## src/rtl/counter_sequencer_74161.sv

```systemverilog
// -----------------------------------------------------------------------------
// counter_sequencer_74161
//
// Purpose
//   Sequences one bidirectional_counter_74161 instance to act as a
//   programmable interval timer. The sequencer loads a 4-bit preset into the
//   counter, lets it count up to 15, and then reloads it seamlessly for the
//   requested number of periods. Each period lasts 16-PRESET cycles. The
//   sequencer reports BUSY/TICK/DONE status to its parent.
//
// Ports
//   CLK         in   clock, shared with the counter instance
//   CLRBAR      in   asynchronous active-low reset
//   START       in   start request, only honoured in IDLE
//   STOP        in   abort request, honoured in any non-IDLE state
//   PAUSE       in   freeze the counter while high (COUNT only)
//   PRESET      in   [3:0] counter start value, latched on an accepted START
//   REPEAT      in   [REPEAT_W-1:0] number of periods (0 = until STOP)
//   RCO         in   counter ripple carry (QC == 15)
//   DIC         out  [3:0] counter parallel load data
//   LOAD        out  counter LOAD (0 = load, 1 = count/hold)
//   ENP         out  counter ENP
//   ENT         out  counter ENT
//   CNT_CLRBAR  out  counter clear, active-low, registered
//   BUSY        out  high whenever the sequencer is not IDLE
//   TICK        out  one-cycle pulse after each terminal-count cycle
//   DONE        out  high for the single DONE-state cycle
// -----------------------------------------------------------------------------
module counter_sequencer_74161 #(
  parameter int REPEAT_W = 8
) (
  input  logic                CLK,
  input  logic                CLRBAR,
  input  logic                START,
  input  logic                STOP,
  input  logic                PAUSE,
  input  logic [3:0]          PRESET,
  input  logic [REPEAT_W-1:0] REPEAT,
  input  logic                RCO,
  output logic [3:0]          DIC,
  output logic                LOAD,
  output logic                ENP,
  output logic                ENT,
  output logic                CNT_CLRBAR,
  output logic                BUSY,
  output logic                TICK,
  output logic                DONE
);

  typedef enum logic [1:0] {
    S_IDLE  = 2'd0,
    S_LDP   = 2'd1,
    S_COUNT = 2'd2,
    S_DONE  = 2'd3
  } state_e;

  localparam logic [REPEAT_W-1:0] REM_ONE = REPEAT_W'(1);

  state_e              state_q, state_d;
  logic [3:0]          preset_q, preset_d;
  logic [REPEAT_W-1:0] rem_q, rem_d;
  logic                cnt_clrbar_q, cnt_clrbar_d;
  logic                tick_q, tick_d;
  logic                done_q, done_d;
  logic                busy_q, busy_d;
  logic                stop_hit;

  // STOP only has an effect once a run is in progress.
  assign stop_hit = STOP && (state_q != S_IDLE);

  // ---------------------------------------------------------------------------
  // Next-state and counter-control decode
  // ---------------------------------------------------------------------------
  always_comb begin
    state_d      = state_q;
    preset_d     = preset_q;
    rem_d        = rem_q;
    cnt_clrbar_d = 1'b1;
    tick_d       = 1'b0;
    LOAD         = 1'b1;
    ENP          = 1'b0;
    ENT          = 1'b0;
    DIC          = 4'd0;

    if (stop_hit) begin
      // Abort: hold the counter this cycle, clear it on the next one.
      // STOP takes priority over PAUSE and terminal handling.
      DIC          = preset_q;
      ENT          = (state_q == S_COUNT);
      state_d      = S_IDLE;
      rem_d        = '0;
      cnt_clrbar_d = 1'b0;
    end else begin
      unique case (state_q)
        S_IDLE: begin
          if (START && !STOP) begin
            preset_d = PRESET;
            rem_d    = REPEAT;
            state_d  = S_LDP;
          end
        end

        S_LDP: begin
          // Parallel load of the preset; counting starts next cycle.
          DIC     = preset_q;
          LOAD    = 1'b0;
          ENP     = 1'b1;
          state_d = S_COUNT;
        end

        S_COUNT: begin
          DIC = preset_q;
          ENT = 1'b1;
          if (PAUSE) begin
            // Hold with ENT still high; a pending terminal is not consumed
            // and will be processed on the first unpaused cycle.
            ENP = 1'b0;
          end else if (RCO) begin
            tick_d = 1'b1;
            if (rem_q == REM_ONE) begin
              // Last period: park the counter at 15 and finish.
              ENP     = 1'b0;
              state_d = S_DONE;
            end else begin
              // Seamless reload: the counter takes the preset on this edge
              // instead of wrapping to 0.
              LOAD = 1'b0;
              ENP  = 1'b1;
              // rem == 0 means free-running; never decrement below 1.
              if (rem_q > REM_ONE) begin
                rem_d = rem_q - REM_ONE;
              end
            end
          end else begin
            ENP = 1'b1;
          end
        end

        S_DONE: begin
          DIC     = preset_q;
          state_d = S_IDLE;
        end

        default: begin
          state_d = S_IDLE;
        end
      endcase
    end

    done_d = (state_d == S_DONE);
    busy_d = (state_d != S_IDLE);
  end

  // ---------------------------------------------------------------------------
  // State and status registers
  // ---------------------------------------------------------------------------
  always_ff @(posedge CLK or negedge CLRBAR) begin
    if (!CLRBAR) begin
      state_q      <= S_IDLE;
      preset_q     <= 4'd0;
      rem_q        <= '0;
      cnt_clrbar_q <= 1'b0;
      tick_q       <= 1'b0;
      done_q       <= 1'b0;
      busy_q       <= 1'b0;
    end else begin
      state_q      <= state_d;
      preset_q     <= preset_d;
      rem_q        <= rem_d;
      cnt_clrbar_q <= cnt_clrbar_d;
      tick_q       <= tick_d;
      done_q       <= done_d;
      busy_q       <= busy_d;
    end
  end

  assign CNT_CLRBAR = cnt_clrbar_q;
  assign TICK       = tick_q;
  assign DONE       = done_q;
  assign BUSY       = busy_q;

endmodule

```

## config.mk

```make
export PLATFORM = sky130hd
export DESIGN_NAME = counter_sequencer_74161
export DESIGN_NICKNAME = d
export VERILOG_FILES = /design/src/rtl/counter_sequencer_74161.sv
export SDC_FILE = /design/constraint.sdc
export NUM_CORES = 1
export LEC_CHECK = 0
export CORE_ASPECT_RATIO = 0.8
export CORE_UTILIZATION = 50
export CTS_CLUSTER_SIZE = 24
export DETAILED_ROUTE_END_ITERATION = 6
export GPL_TIMING_DRIVEN = 0
export HOLD_SLACK_MARGIN = 0.1
export MAX_ROUTING_LAYER = met4
export PLACE_DENSITY = 0.81
export SLEW_MARGIN = 10
export SYNTH_ARGS = -nofsm -noshare
export SYNTH_HDL_FRONTEND = slang
export SYNTH_SLANG_ARGS = --single-unit
```

## constraint.sdc

```tcl
create_clock -name CLK -period 5 [get_ports CLK]
set_input_delay 0.5 -clock CLK [delete_from_list [all_inputs] [get_ports CLK]]
set_output_delay 0.5 -clock CLK [all_outputs]
set_load 0.01 [all_outputs]
```

==> run metrics, run 1 <==
cts bufs inserted 3; Final Critical Period just under 3 ns; Hold WS roughly 0.5 ns; critical path type reg2out; CTS max path bufs 2; CP top delay family buffers and inverters; Mapped Area 1120 um^2; Post-Synthesis Cells between 100 and 150; EDFF count, synth 0; Clock Skews 0.0148 ns; drt wl/cell 14.7 um; Setup violations, final 0; Max H-tree Level 1; Synth Flop Type dfrtp_1; Max Cap Viol 0; # IOs 29; unrepaired setup endpoints after global routing no; Syn. warnings 0; Synth cell types 43; P_leak 0.614 nW; Synth async-reset ratio 1.00; antenna violations before repair 0; Peak Freq 341 MHz; gpl congestion 0.888; Slew Viols, Final 0; IO Port Bufs 28; final period utilization 0.587; drt initial violations 33; Final Hold Viols 0; status finished clean; post-route setup slack 2.06 ns; total negative setup slack 0 ns; number of global-route vias before repair 975; CP Cell Sequence inv_1 -> ha_1 -> clkbuf_1 -> nand2_1 -> o2bb2ai_1 -> nand2_1 -> clkdlybuf4s50_1; clock root buffer clkbuf_4; nature of the critical path startpoint register; Num Clock Sinks 18; most used cell, CP nand2_1; gr usage total 0.256; Least-Margin Pin Slew about 0.8 ns; Worst Path Buf+Inv 3; crit path capture type output port; synthesis-stage register bit count 18; Final nets 176; Ant. Diodes 0; Max VDD drop 0.427 mV; Finished Cell Area 1470 um^2; DR vias between 1000 and 1500; Resized Gates After CTS 0; placed cell areas 1430 um^2; sequential-to-total area share from yosys stat 0.402; Routed Antenna Nets 0; Setup WS pre-CTS 2.49 ns; Die X-Extent between 50 and 60 um; DRC violations left 0; first-pass GRT wire length between 4 and 5 mm; PD cells roughly 560 nW/um^2; worst skew pair latency 0.31 ns; core area roughly 2000 um^2; CTS tree yes; Routed Wire Length 2.58 mm; Synth Net Count 143; drt first pass iters 4; setup bufs post-CTS 0; # hold bufs at CTS 0; min-delay worst type reg2reg; most frequent cells in the layout 28 x clkdlybuf4s50_1, 18 x dfrtp_1, 15 x nand2_1; share of cells above drive strength 1 0.118; Detail Placement HPWL 1.89 mm; Row Count 14; Slew HR 0.461; Layout area overhead 31.0%; CP required 4.50 ns; crit path max fanout 10; commonest non-fill, non-tap cell in the layout clkdlybuf4s50_1; total power 0.000822 W; grt total ovfl 0; die height between 40 and 50 um; Die Area 2430 um^2; number of vias per cell about 5.8; arrival time worst endpoint ~2.4 ns; Initial Util 0.561; Max stage delay on crit path between 0.4 and 0.5 ns; largest net degree at the start of global routing 19; CP max stage cell clkdlybuf4s50_1; Mapped Avg Cell Area about 9.3 um^2; Clk pin slew, worst setup/hold paths 0.11 ns
Yosys cell counts, types with 2 or more instances:
master | count | area (um^2)
nor4_1 | 3 | 18.8
nand3_1 | 2 | 10.0
and3_1 | 2 | 12.5
buf_6 | 2 | 22.5
o21ai_0 | 8 | 40.0
a31oi_1 | 4 | 25.0
a21oi_1 | 6 | 30.0
nand2_1 | 15 | 56.3
nor2_1 | 7 | 26.3
inv_1 | 6 | 22.5
ha_1 | 5 | 62.6
mux2_2 | 4 | 45.0
dfrtp_1 | 18 | 450
nor2b_1 | 6 | 37.5
a22o_1 | 2 | 17.5
o21ai_1 | 3 | 15.0
state kept, by name, summed over array words and instances, names as in the netlist:
register / cells
rem_q: 8
preset_q: 4
state_q: 2
BUSY: 1
CNT_CLRBAR: 1
DONE: 1
TICK: 1
worst register-to-register path, delay by kind of cell (launching register included):
kind / cells / cell delay [ns]
AOI/OAI and AO/OA: 2 / 0.44
and+or+nand+nor: 2 / 0.34
DFF: 1 / 0.45
buffers and inverters: 4 / 0.52
adders and majority gates: 1 / 0.21
path summary, 6_finish.rpt:
| path | end | depth (start not counted) | start | slack [ns] |
|---|---|---|---|---|
| setup / recovery | LOAD | 7 | state_q[0]$_DFF_PN0_ | 2.06 |
| max in group asynchronous | preset_q[1]$_DFFE_PN0P_ | 1 | CLRBAR | 3.84 |
| hold / removal | preset_q[1]$_DFFE_PN0P_ | 1 | preset_q[1]$_DFFE_PN0P_ | 0.51 |
| hold reg to reg | preset_q[1]$_DFFE_PN0P_ | 1 | preset_q[1]$_DFFE_PN0P_ | 0.51 |
| setup reg to reg | rem_q[3]$_DFFE_PN0P_ | 9 | state_q[0]$_DFF_PN0_ | 2.94 |
| min in group asynchronous | CNT_CLRBAR$_DFF_PN0_ | 1 | CLRBAR | 0.65 |
final cells by class:
cell class | count | area [um^2]
plain buffers | 3 | 26.3
clock buffers | 4 | 36.3
fillers | 152 | 531
inverters | 7 | 26.3
multi-input cells | 92 | 617
flip-flops and latches | 18 | 450
well taps | 24 | 30.0
repair buffers | 28 | 280
metrics by stage:
| stage | instances | utilization |
|---|---|---|
| after global routing | 176 | 0.734 |
| after global placement | 172 | 0.716 |
| after floorplan | 120 | - |
| after CTS | 176 | 0.734 |
| after detailed placement | 172 | 0.716 |
| final | 176 | 0.734 |
report_power, final:
group	leakage, nW	internal (W)	switching [W]
sequential	0.223	0.000208	0.0000544
combinational	0.369	0.000223	0.000245
clock	0.0210	0.0000445	0.0000468
cell families after synthesis:
| logic type | synth area share |
|---|---|
| AND/OR/NAND/NOR | 0.221 |
| AO/OA/AOI/OAI | 0.225 |
| flip-flops | 0.402 |
| buffers and inverters | 0.0469 |
| multiplexers | 0.0492 |
| adder cells (fa/ha/maj) | 0.0559 |
routing by layer:
layer | up-vias | track usage | share of wire
li1 | 499 | - | -
met1 | 470 | 0.334 | 0.45
met2 | 42 | 0.400 | 0.45
met3 | 4 | 0.0722 | 0.088
met4 | 0 | 0.0450 | 0.0074
met5 | - | - | 0
No activity file was read; power rests on OpenSTA's default activity.
==> run 2: changes to the inputs <==
--- a/config.mk
+++ b/config.mk
@@ -6,13 +6,13 @@
 export NUM_CORES = 1
 export LEC_CHECK = 0
 export CORE_ASPECT_RATIO = 0.8
-export CORE_UTILIZATION = 50
+export CORE_UTILIZATION = 48
 export CTS_CLUSTER_SIZE = 24
 export DETAILED_ROUTE_END_ITERATION = 6
 export GPL_TIMING_DRIVEN = 0
 export HOLD_SLACK_MARGIN = 0.1
 export MAX_ROUTING_LAYER = met4
-export PLACE_DENSITY = 0.81
+export PLACE_DENSITY = 0.78
 export SLEW_MARGIN = 10
 export SYNTH_ARGS = -nofsm -noshare
 export SYNTH_HDL_FRONTEND = slang
==> constraint.sdc (replaced) <==
create_clock -name CLK -period 3 [get_ports CLK]
set_input_delay 0.3 -clock CLK [delete_from_list [all_inputs] [get_ports CLK]]
set_output_delay 0.3 -clock CLK [all_outputs]
set_load 0.01 [all_outputs]
==> run metrics, run 2 (synthesis gave the netlist of run 1 again) <==
number of vias per cell 5.68 (was 5.77); Die Area 2530 um^2 (was 2430 um^2); grt total ovfl 0 (unchanged); drt wl/cell 14.0 um (was 14.7 um); register area 450 um^2 (unchanged); core area 2180 um^2 (was 2000 um^2); Slew HR 0.453 (was 0.461); Detail Placement HPWL 1.87 mm (was 1.89 mm); Routed Antenna Nets 0 (unchanged); share of cells above drive strength 1 0.118 (unchanged); Clock Skews 0.00554 ns (was 0.0148 ns); Final Instance Count excl. Fillers 177 (was 176); crit path max fanout 10 (unchanged); Row Count 15 (was 14); Max VDD drop 0.667 mV (was 0.427 mV); Layout area overhead 31.1% (was 31.0%); crit path capture type output port (unchanged); Die X-Extent 56 um (was 54.9 um); number of fill cells 193 (was 152); P_leak 0.614 nW (unchanged); gpl congestion 0.863 (was 0.888); post-route setup slack 0.358 ns (was 2.06 ns); IO Port Bufs 28 (unchanged); clock root buffer clkbuf_4 (unchanged); Final nets 176 (unchanged); Least-Margin Pin Slew 0.818 ns (was 0.806 ns); Final Hold Viols 0 (unchanged); Setup WS pre-CTS 0.707 ns (was 2.49 ns); commonest non-fill, non-tap cell in the layout clkdlybuf4s50_1 (unchanged); arrival time worst endpoint 2.34 ns (was 2.44 ns); largest net degree at the start of global routing 19 (unchanged); Largest Register rem_q (unchanged); setup bufs post-CTS 0 (unchanged); PD cells 925 nW/um^2 (was 560 nW/um^2); Resized Gates After CTS 0 (unchanged); # hold bufs at CTS 0 (unchanged); Max H-tree Level 1 (unchanged); gr usage total 0.224 (was 0.256); critical path type reg2out (unchanged); antenna violations before repair 0 (unchanged); total power 0.00136 W (was 0.000822 W); Routed Wire Length 2.48 mm (was 2.58 mm); worst skew pair latency 0.30 ns (was 0.31 ns); min-delay worst type in2async (was reg2reg); DRC violations left 0 (unchanged); Initial Util 0.514 (was 0.561); max FFs per register 8 (unchanged); Max Cap Viol 0 (unchanged); CTS max path bufs 2 (unchanged); Setup violations, final 0 (unchanged); most frequent cells in the layout 28 x clkdlybuf4s50_1, 18 x dfrtp_1, 15 x nand2_1 (unchanged); CP required 2.70 ns (was 4.50 ns); drt initial violations 17 (was 33); Peak Freq ~380 MHz; die height 45.2 um (was 44.3 um); number of global-route vias before repair 908 (was 975); Slew Viols, Final 0 (unchanged); CTS tree yes (unchanged); DR vias 1005 (was 1015); # IOs 29 (unchanged); unrepaired setup endpoints after global routing no (unchanged); area of the multi-input gates 617 um^2 (unchanged); fin util 0.674 (was 0.734); drt first pass iters 4 (unchanged); total negative setup slack 0 ns (unchanged); cell count after placement 173 (was 172); first-pass GRT wire length 4.15 mm (was 4.21 mm); Final Critical Period 2.64 ns; Ant. Diodes 0 (unchanged); cts bufs inserted 3 (unchanged); Num Clock Sinks 18 (unchanged); biggest regs rem_q (8), preset_q (4), state_q (2) (unchanged); final period utilization 0.881; nature of the critical path startpoint register (unchanged); reg2reg path depth 9 (unchanged); Clk pin slew, worst setup/hold paths 0.11 ns (about the same); status finished clean (unchanged)
-- run 2: cell counts in the layout (fill, tap and decap cells not counted) --
Identical to the previous run, type by type.
-- run 2: cell type report --
type	count	share of cell area
Buffer	3	0.0179
Clock buffer	4	0.0247
Inverter	7	0.0179
Multi-Input combinational cell	92	0.420
Sequential cell	18	0.307
Tap cell	25	0.0213
Timing Repair Buffer	28	0.191
-- run 2: worst max-delay path, cell delays in order, from the launching register on --
cell and delay, ns:
dfrtp_1 0.45, inv_1 0.11, ha_1 0.33, clkbuf_1 0.38, nand2_1 0.10, o2bb2ai_1 0.14, nand2_1 0.06, clkdlybuf4s50_1 0.47
-- run 2: routing by layer --
layer	vias to the layer above	track usage	part of all wire
met4	0	0.0732	0.010
li1	501	-	-
met5	-	-	0
met1	475	0.292	0.50
met2	25	0.338	0.44
met3	4	0.0688	0.049
-- run 2: path summary, 6_finish.rpt --
kind | startpoint | endpoint | slack (ns)
setup reg to reg | state_q[0]$_DFF_PN0_ | rem_q[3]$_DFFE_PN0P_ | 0.96
min in group CLK | preset_q[2]$_DFFE_PN0P_ | preset_q[2]$_DFFE_PN0P_ | 0.50
setup / recovery | state_q[0]$_DFF_PN0_ | LOAD | 0.36
hold / removal | CLRBAR | rem_q[2]$_DFFE_PN0P_ | 0.45
hold reg to reg | preset_q[2]$_DFFE_PN0P_ | preset_q[2]$_DFFE_PN0P_ | 0.50
max in group asynchronous | CLRBAR | rem_q[5]$_DFFE_PN0P_ | 2.04
-- run 2: power by group --
part	internal [W]	total, W	switching (W)
Sequential	0.000347	0.000435	0.0000882
Clock	0.0000741	0.000155	0.0000810
Combinational	0.000371	0.000768	0.000396
Total	0.000792	0.00136	0.000566
-- run 2: metrics by stage --
step / cell area [um^2] / hold slack (ns)
final: 1470 / 0.454
after global placement: 1430 / 0.480
after detailed placement: 1430 / 0.484
after CTS: 1470 / 0.482
after global routing: 1470 / 0.528
after floorplan: 1120 / 0.00441
==> run 3: changes to the inputs <==
--- a/config.mk
+++ b/config.mk
@@ -9,7 +9,7 @@
 export CORE_UTILIZATION = 48
 export CTS_CLUSTER_SIZE = 24
 export DETAILED_ROUTE_END_ITERATION = 6
-export GPL_TIMING_DRIVEN = 0
+export GPL_TIMING_DRIVEN = 1
 export HOLD_SLACK_MARGIN = 0.1
 export MAX_ROUTING_LAYER = met4
 export PLACE_DENSITY = 0.78
==> run metrics, run 3 (synthesis gave the netlist of run 1 again) <==
P_leak 0.591 nW (was 0.614 nW); Setup violations, final 0 (unchanged); Least-Margin Pin Slew 0.808 ns (was 0.818 ns); combinational share of power 0.567 (was 0.565); largest net degree at the start of global routing 19 (unchanged); Resized Gates After CTS 0 (unchanged); Detail Placement HPWL 1.84 mm (was 1.87 mm); first-pass GRT wire length 4.20 mm (was 4.15 mm); drt first pass iters 4 (unchanged); Die Area 2530 um^2 (unchanged); Final nets 173 (was 176); drt initial violations 32 (was 17); grt total ovfl 0 (unchanged); clock power share 0.094 (was 0.114); core area 2180 um^2 (unchanged); total power 0.00130 W (was 0.00136 W); Final Critical Period 2.64 ns (about the same); # IOs 29 (unchanged); number of vias per cell 5.80 (was 5.68); min-delay worst type in2async (unchanged); Row Count 15 (unchanged); fin util 0.657 (was 0.674); worst skew pair latency 0.29 ns (was 0.30 ns); register area 450 um^2 (unchanged); clock root buffer clkbuf_4 (unchanged); setup bufs post-CTS 0 (unchanged); CP required 2.70 ns (about the same); Max VDD drop 0.633 mV (was 0.667 mV); CTS max path bufs 2 (unchanged); Die X-Extent 56 um (unchanged); number of fill cells 190 (was 193); IO Port Bufs 28 (unchanged); sequential power share 0.339 (was 0.320); Max H-tree Level 1 (unchanged); Routed Antenna Nets 0 (unchanged); area of the multi-input gates 619 um^2 (was 617 um^2); crit path capture type output port (unchanged); post-route setup slack 0.362 ns (was 0.358 ns); Slew HR 0.460 (was 0.453); DR vias 1003 (was 1005); CP Launch Point state_q[0]$_DFF_PN0_ (unchanged); Peak Freq 379 MHz (was 378 MHz); die height 45.2 um (unchanged); drt wl/cell 14.3 um (was 14.0 um); arrival time worst endpoint 2.34 ns (about the same); antenna violations before repair 0 (unchanged); Final Hold Viols 0 (unchanged); Max Cap Viol 0 (unchanged); Largest Register rem_q (unchanged); # hold bufs at CTS 0 (unchanged); Layout area overhead 27.7% (was 31.1%); crit path max fanout 17 (was 10); Clock Skews 0.00197 ns (was 0.00554 ns); Routed Wire Length 2.48 mm (about the same); status finished clean (unchanged); Initial Util 0.514 (unchanged); biggest regs rem_q (8), preset_q (4), state_q (2) (unchanged); final period utilization 0.879 (was 0.881); Critical R2R Launch state_q[0]$_DFF_PN0_ (unchanged); Clk pin slew, worst setup/hold paths 0.10 ns (was 0.11 ns); Slew Viols, Final 0 (unchanged); share of cells above drive strength 1 0.108 (was 0.118); Int Power 0.000740 W (was 0.000792 W); most frequent cells in the layout 28 x clkdlybuf4s50_1, 18 x dfrtp_1, 15 x nand2_1 (unchanged); Setup WS pre-CTS 0.526 ns (was 0.707 ns); gpl congestion 0.928 (was 0.863); PD cells 910 nW/um^2 (was 925 nW/um^2); NetSw 0.000561 W (was 0.000566 W); unrepaired setup endpoints after global routing no (unchanged); sw frac 0.431 (was 0.417); gr usage total 0.229 (was 0.224); number of global-route vias before repair 911 (was 908); max FFs per register 8 (unchanged); cts bufs inserted 3 (unchanged); CTS tree yes (unchanged); commonest non-fill, non-tap cell in the layout clkdlybuf4s50_1 (unchanged); DRC violations left 0 (unchanged); critical path type reg2out (unchanged); total negative setup slack 0 ns (unchanged); nature of the critical path startpoint register (unchanged); Num Clock Sinks 18 (unchanged); Ant. Diodes 0 (unchanged)
==> run 3: cell type report <==
| class | count | area share |
|---|---|---|
| timing repair buffer | 28 | 0.196 |
| tap | 25 | 0.0219 |
| inverter | 7 | 0.0184 |
| multi-input combinational | 92 | 0.433 |
| sequential | 18 | 0.315 |
| clock buffer | 3 | 0.0157 |
==> run 3: routing by layer <==
layer  up-vias  track usage  share of wire
li1        494            -              -
met1       471        0.304           0.46
met2        36        0.360           0.46
met3         2       0.0659          0.071
met4         0       0.0341         0.0048
met5         -            -              0
==> run 3: worst paths after layout <==
kind                                           endpoint  slack [ns]  depth (start not counted)
worst max-delay path                                ENP        0.36                          6
worst min-delay path               rem_q[3]$_DFFE_PN0P_        0.46                          1
min in group CLK                preset_q[2]$_DFFE_PN0P_        0.51                          1
worst max register to register     rem_q[4]$_DFFE_PN0P_        0.68                          8
worst min register to register  preset_q[2]$_DFFE_PN0P_        0.51                          1
max in group asynchronous                BUSY$_DFF_PN0_        2.04                          1
==> run 3: power by group through the flow <==
stage / sequential, W / clock (W) / combinational (W)
2_1_floorplan: 0.000425 / 0 / 0.000518
3_3_place_gp: 0.000432 / 0 / 0.000717
3_5_place_dp: 0.000438 / 0 / 0.000731
4_1_cts: 0.000437 / 0.000124 / 0.000736
5_1_grt: 0.000454 / 0.000136 / 0.000819
6_report: 0.000441 / 0.000123 / 0.000737
==> run 3: through the flow <==
stage	area, um^2	cells	hold WS, ns
detailed placement	1410	170	0.490
global placement	1410	170	0.481
floorplan	1120	120	0.00441
finish	1430	173	0.462
CTS	1430	173	0.503
global route	1430	173	0.521
==> run 3: worst max-delay path, cell delays in order, from the launching register on <==
cell and delay (ns):
dfrtp_1 0.45, inv_1 0.11, ha_2 0.37, inv_1 0.18, a211oi_1 0.22, o211a_1 0.18
clkdlybuf4s50_1 0.53
